$ cat config.mk
export PLATFORM = sky130hd
export DESIGN_NAME = mem_arbiter
export DESIGN_NICKNAME = d
export VERILOG_FILES = /design/src/rtl/mem_arbiter.sv
export SDC_FILE = /design/constraint.sdc
export NUM_CORES = 1
export LEC_CHECK = 0
export BUFFER_PORTS_ARGS = -buffer_cell sky130_fd_sc_hd__buf_2
export CAP_MARGIN = 20
export CORE_MARGIN = 3
export CORE_UTILIZATION = 50
export DETAILED_ROUTE_END_ITERATION = 10
export PLACE_DENSITY = 0.85
export SLEW_MARGIN = 20
export SYNTH_ARGS = -nofsm -noshare
export SYNTH_HDL_FRONTEND = slang
export SYNTH_SLANG_ARGS = --single-unit
$ cat constraint.sdc
create_clock -name clk -period 4.7 [get_ports clk]
set_input_delay 0.94 -clock clk [delete_from_list [all_inputs] [get_ports clk]]
set_output_delay 0.94 -clock clk [all_outputs]
set_load 0.03 [all_outputs]
$ cat src/rtl/mem_arbiter.sv
// Instruction/data memory arbiter onto one shared bus port.
// Registered bus side, per-port ack pulses, timeout and fetch flush.
module mem_arbiter #(
  parameter int TIMEOUT     = 255,
  parameter int D_BURST_MAX = 2
) (
  input  logic        clk,
  input  logic        rst,
  input  logic        if_req_i,
  input  logic [31:0] if_addr_i,
  output logic [31:0] if_rdata_o,
  output logic        if_ack_o,
  input  logic        dm_req_i,
  input  logic        dm_we_i,
  input  logic [3:0]  dm_sel_i,
  input  logic [31:0] dm_addr_i,
  input  logic [31:0] dm_wdata_i,
  output logic [31:0] dm_rdata_o,
  output logic        dm_ack_o,
  output logic        bus_req_o,
  output logic        bus_we_o,
  output logic [3:0]  bus_sel_o,
  output logic [31:0] bus_addr_o,
  output logic [31:0] bus_wdata_o,
  input  logic [31:0] bus_rdata_i,
  input  logic        bus_ack_i,
  input  logic        flush_i,
  output logic        err_o,
  output logic        stallreq_o
);

  typedef enum logic [1:0] {
    IDLE,
    I_BUSY,
    D_BUSY
  } state_t;

  localparam logic [7:0] TO_LAST   = 8'(TIMEOUT - 1);
  localparam logic [7:0] BURST_LIM = 8'(D_BURST_MAX);

  state_t      state_q, state_d;
  logic [7:0]  wait_q, wait_d;
  logic [7:0]  burst_q, burst_d;
  logic        disc_q, disc_d;

  logic        breq_d;
  logic        bwe_d;
  logic [3:0]  bsel_d;
  logic [31:0] baddr_d;
  logic [31:0] bwdata_d;
  logic [31:0] if_rdata_d;
  logic [31:0] dm_rdata_d;
  logic        if_ack_d;
  logic        dm_ack_d;
  logic        err_d;

  logic        sel_fetch;
  logic        grant_i;
  logic        grant_d;
  logic        if_pend;
  logic        timeout;
  logic        drop;

  // Priority is decided on raw request levels; a port in its ack
  // cycle is then masked, so its held-over request still blocks
  // the lower-priority port instead of letting it slip in.
  assign sel_fetch = if_req_i &
                     (~dm_req_i | (burst_q >= BURST_LIM));
  assign grant_i   = sel_fetch & ~if_ack_o & ~flush_i;
  assign grant_d   = ~sel_fetch & dm_req_i & ~dm_ack_o;
  assign if_pend   = if_req_i & ~if_ack_o;
  assign timeout   = (wait_q == TO_LAST);
  assign drop      = disc_q | flush_i;

  assign stallreq_o = (if_req_i & ~if_ack_o) |
                      (dm_req_i & ~dm_ack_o);

  // Next-state and next-output decode for every registered signal.
  always_comb begin
    state_d    = state_q;
    wait_d     = wait_q;
    burst_d    = burst_q;
    disc_d     = disc_q;
    breq_d     = bus_req_o;
    bwe_d      = bus_we_o;
    bsel_d     = bus_sel_o;
    baddr_d    = bus_addr_o;
    bwdata_d   = bus_wdata_o;
    if_rdata_d = if_rdata_o;
    dm_rdata_d = dm_rdata_o;
    if_ack_d   = 1'b0;
    dm_ack_d   = 1'b0;
    err_d      = 1'b0;
    unique case (state_q)
      IDLE: begin
        disc_d = 1'b0;
        if (grant_d) begin
          state_d  = D_BUSY;
          breq_d   = 1'b1;
          bwe_d    = dm_we_i;
          bsel_d   = dm_sel_i;
          baddr_d  = dm_addr_i;
          bwdata_d = dm_wdata_i;
          wait_d   = 8'd0;
          if (if_pend) begin
            if (burst_q != 8'hFF) begin
              burst_d = burst_q + 8'd1;
            end
          end else begin
            burst_d = 8'd0;
          end
        end else if (grant_i) begin
          state_d  = I_BUSY;
          breq_d   = 1'b1;
          bwe_d    = 1'b0;
          bsel_d   = 4'hF;
          baddr_d  = if_addr_i;
          bwdata_d = 32'd0;
          wait_d   = 8'd0;
          burst_d  = 8'd0;
        end else if (!if_req_i) begin
          burst_d = 8'd0;
        end
      end
      I_BUSY: begin
        if (flush_i) begin
          disc_d = 1'b1;
        end
        if (bus_ack_i) begin
          state_d = IDLE;
          breq_d  = 1'b0;
          disc_d  = 1'b0;
          if (!drop) begin
            if_ack_d   = 1'b1;
            if_rdata_d = bus_rdata_i;
          end
        end else if (timeout) begin
          state_d = IDLE;
          breq_d  = 1'b0;
          disc_d  = 1'b0;
          if (!drop) begin
            if_ack_d   = 1'b1;
            err_d      = 1'b1;
            if_rdata_d = 32'd0;
          end
        end else begin
          wait_d = wait_q + 8'd1;
        end
      end
      D_BUSY: begin
        if (bus_ack_i) begin
          state_d    = IDLE;
          breq_d     = 1'b0;
          dm_ack_d   = 1'b1;
          dm_rdata_d = bus_we_o ? 32'd0 : bus_rdata_i;
        end else if (timeout) begin
          state_d    = IDLE;
          breq_d     = 1'b0;
          dm_ack_d   = 1'b1;
          err_d      = 1'b1;
          dm_rdata_d = 32'd0;
        end else begin
          wait_d = wait_q + 8'd1;
        end
      end
      default: begin
        state_d = IDLE;
        breq_d  = 1'b0;
      end
    endcase
  end

  // State, counters and all registered outputs.
  always_ff @(posedge clk) begin
    if (rst) begin
      state_q     <= IDLE;
      wait_q      <= 8'd0;
      burst_q     <= 8'd0;
      disc_q      <= 1'b0;
      bus_req_o   <= 1'b0;
      bus_we_o    <= 1'b0;
      bus_sel_o   <= 4'd0;
      bus_addr_o  <= 32'd0;
      bus_wdata_o <= 32'd0;
      if_rdata_o  <= 32'd0;
      dm_rdata_o  <= 32'd0;
      if_ack_o    <= 1'b0;
      dm_ack_o    <= 1'b0;
      err_o       <= 1'b0;
    end else begin
      state_q     <= state_d;
      wait_q      <= wait_d;
      burst_q     <= burst_d;
      disc_q      <= disc_d;
      bus_req_o   <= breq_d;
      bus_we_o    <= bwe_d;
      bus_sel_o   <= bsel_d;
      bus_addr_o  <= baddr_d;
      bus_wdata_o <= bwdata_d;
      if_rdata_o  <= if_rdata_d;
      dm_rdata_o  <= dm_rdata_d;
      if_ack_o    <= if_ack_d;
      dm_ack_o    <= dm_ack_d;
      err_o       <= err_d;
    end
  end

endmodule

==> run_results.csv <==
group,metric,value,unit
status,status,"complete, no violations",
min_path,hp-class,"reg -> reg",
yosys,yosysMostFrequentCell,"dfxtp_1",
drt,dr.first_iter.drc_count,340,
sta,rsz0062_at_grt,"false",
sta,max_slew.worst_pin.slew,0.8177,ns
floorplanning,dieHeight,115.1,um
floorplanning,ios,277,
yosys,ys_top_cells_by_count,"156 x dfxtp_1, 109 x nor2_1, 65 x a22oi_1",
sta,finalCriticalPeriod,2.869,ns
drt,viasPerCell,5.446,
grt,groute.usage.overall,23.42,%
yosys,synth_ff_type,"dfxtp_1",
layout,layout-drive-gt1-share,39.02,%
sta,finalHoldViolCount,0,
placement,port_buffers,276,
layout,n_antenna_cell,0,
yosys,synth_top_cell_by_area,"dfxtp_1",
sta,fin_skew,0.01237,ns
drt,firstDrtPassIters,5,
floorplanning,start_util,51.67,%
cts,path_clk_slew,0.06,ns
cts,clk_path_buf_depth,2,
cts,hold_buffers,0,
pwr,power.density,421.9,nW/um2
cts,cts_tree,"done",
sta,timing.final.crit_share,61.05,%
worst_setup_path,crit_path_max_fanout,32,
worst_setup_path,reg2reg_from,"burst_q[0]$_SDFFE_PP0P_",
drt,ant_nets,0,
pwr,p_leak,3.688,nW
drt,num_vias,5468,
worst_setup_path,path_class,"reg -> reg",
sta,slew_headroom,45.49,%
cts,numClockSinks,156,
grt,grt_max_degree,78,
drt,routedWlPerCell,16.01,um
drt,route.detailed.drc,0,
layout,fin_nets,994,
grt,top_usage_layer,"met2",
grt,grt_pass1_wl,25470,um
worst_setup_path,end_kind,"flip-flop",
sta,fmax,0.3485,GHz
floorplanning,std_cell_rows,39,
sta,setup_violations,0,
grt,grt_pass1_vias,5233,
job,maxCapViolations,0,
worst_setup_path,required,5.00,ns
layout,area_growth,33.87,%
yosys,syn_area,5951,um2
sta,maxSlewViolCount,0,
floorplanning,coreArea,11520,um2
cts,cts_max_level,4,
min_path,worstHoldStart,"dm_rdata_o[8]$_SDFFE_PP0P_",
yosys,synth-seq-cells,156,
worst_setup_path,critPathLaunchType,"flip-flop",
drt,drt_wl_total,16080,um
grt,use_met2,37.54,%
yosys,syn_inst,592,
yosys,synthTopCellsByArea,"dfxtp_1 52%, a22oi_1 8.2%, nor2_1 6.9%",
cts,cts_buffers,17,
cts,cts_post_setup_buffers_inserted,0,
grt,met1_usage,29.47,%
yosys,synth-edff-count,0,
grt,grt_overflow_total,0,
floorplanning,die_w,115.1,um
cts,insertion_delay,0.41,ns
pwr,peakVddDrop,0.0002500,V
yosys,synth_top_area_share,52.48,%
grt,grt_util_met3,8.316,%
yosys,synthArstFlopShare,0,%
grt,antenna_found_initial,0,
yosys,synth_cell_types,51,
yosys,synth.net_count,738,
yosys,yosysWarningCount,0,
yosys,avgSynthCellArea,10.05,um2
cts,cts_root_buffer,"clkbuf_16",
worst_setup_path,crit_start,"burst_q[0]$_SDFFE_PP0P_",
layout,fin_util,69.18,%
worst_setup_path,arrival,3.17,ns
placement,place.gp.congestion,0.7899,
sta,setup-tns-final,0,ns
cts,postCtsResizedCells,0,
yosys,seq_area_frac_synth,52.48,%
placement,hpwl,11290,um
floorplanning,die_area,13250,um2
[logic make-up after synthesis]
family	Yosys count	synth area share (%)
AOI/OAI and AO/OA	177	23.28
and+or+nand+nor	165	12.95
DFF	156	52.48
buffers and inverters	54	4.268
muxes	33	5.551
adders and majority gates	7	1.472
[final timing paths]
| check | cells past startpoint | end | slack (ns) |
|---|---|---|---|
| setup / recovery | 7 | bus_addr_o[17]$_SDFFE_PP0P_ | 1.83 |
| hold / removal | 1 | dm_rdata_o[8]$_SDFFE_PP0P_ | 0.47 |
| setup reg to reg | 7 | bus_addr_o[17]$_SDFFE_PP0P_ | 1.83 |
| hold reg to reg | 1 | dm_rdata_o[8]$_SDFFE_PP0P_ | 0.47 |
[worst max-delay path: stages (launching register included)]
cell and delay (ns):
dfxtp_1 0.42, inv_1 0.09, ha_1 0.20, or4b_4 0.53
o31a_1 0.45, nor2_8 0.57, mux2i_1 0.17, a211oi_1 0.30
[through the flow]
step                power, mW  worst slack (ns)  cells  area [um2]  hold WS (ns)
global placement        2.012             1.623    972        7368        0.4505
finish                  3.361             1.831   1004        7966        0.4721
CTS                     3.385             1.854   1004        7966        0.4733
floorplan               1.844             2.027    592        5951        0.4302
global route            3.500             1.614   1004        7966        0.4900
detailed placement      2.021             1.556    972        7368        0.4514
[area by class of cell]
| class | count | area, um2 |
|---|---|---|
| fill | 875 | 3550 |
| tap | 143 | 178.9 |
| inverter | 6 | 22.52 |
| sequential | 156 | 3123 |
| clock inverter | 14 | 158.9 |
| timing repair buffer | 285 | 1451 |
| clock buffer | 18 | 439.2 |
| multi-input combinational | 382 | 2592 |
[cell usage in the layout (no fill, tap or decap), types with 2 or more instances in the layout]
master	Yosys	routed
clkinvlp_4	0	4
ha_1	7	7
buf_4	0	10
o21bai_1	2	2
nor3_1	6	6
and3_1	2	2
mux2i_1	33	33
nand4_1	3	3
clkbuf_16	0	17
or3_1	5	5
inv_1	6	6
a211oi_1	32	32
and2_1	2	2
nor2_1	109	109
a21oi_2	7	8
a22o_1	32	32
clkinv_4	0	2
nand2b_1	3	3
nor3b_1	4	4
inv_6	0	4
o31ai_1	4	4
o21ai_0	8	8
nor4_1	4	4
o31a_1	2	2
or4_1	5	5
bufinv_16	0	2
nand2_1	11	11
a41oi_1	2	2
dfxtp_1	156	156
buf_2	11	275
a22oi_1	65	65
nand3_1	3	3
a21oi_1	9	8
[routing by layer]
metal / routed length, um / share of wire [%]
met1: 6771 / 42
met2: 7665 / 48
met3: 1435 / 8.9
met4: 206 / 1.3
met5: 0 / 0
[where the power goes]
group | total, mW | switching, mW | internal [mW]
combinational | 0.559 | 0.366 | 0.193
clock | 1.37 | 0.559 | 0.807
sequential | 1.44 | 0.0389 | 1.40
total | 3.36 | 0.963 | 2.40
[flip-flops by register name, indices dropped and copies added, names as in the netlist, 2 cells and up]
signal / cells
if_rdata_o: 32
bus_wdata_o: 32
dm_rdata_o: 32
bus_addr_o: 32
wait_q: 8
bus_sel_o: 4
state_q: 2
burst_q: 8
No activity file was read; power rests on OpenSTA's default activity.
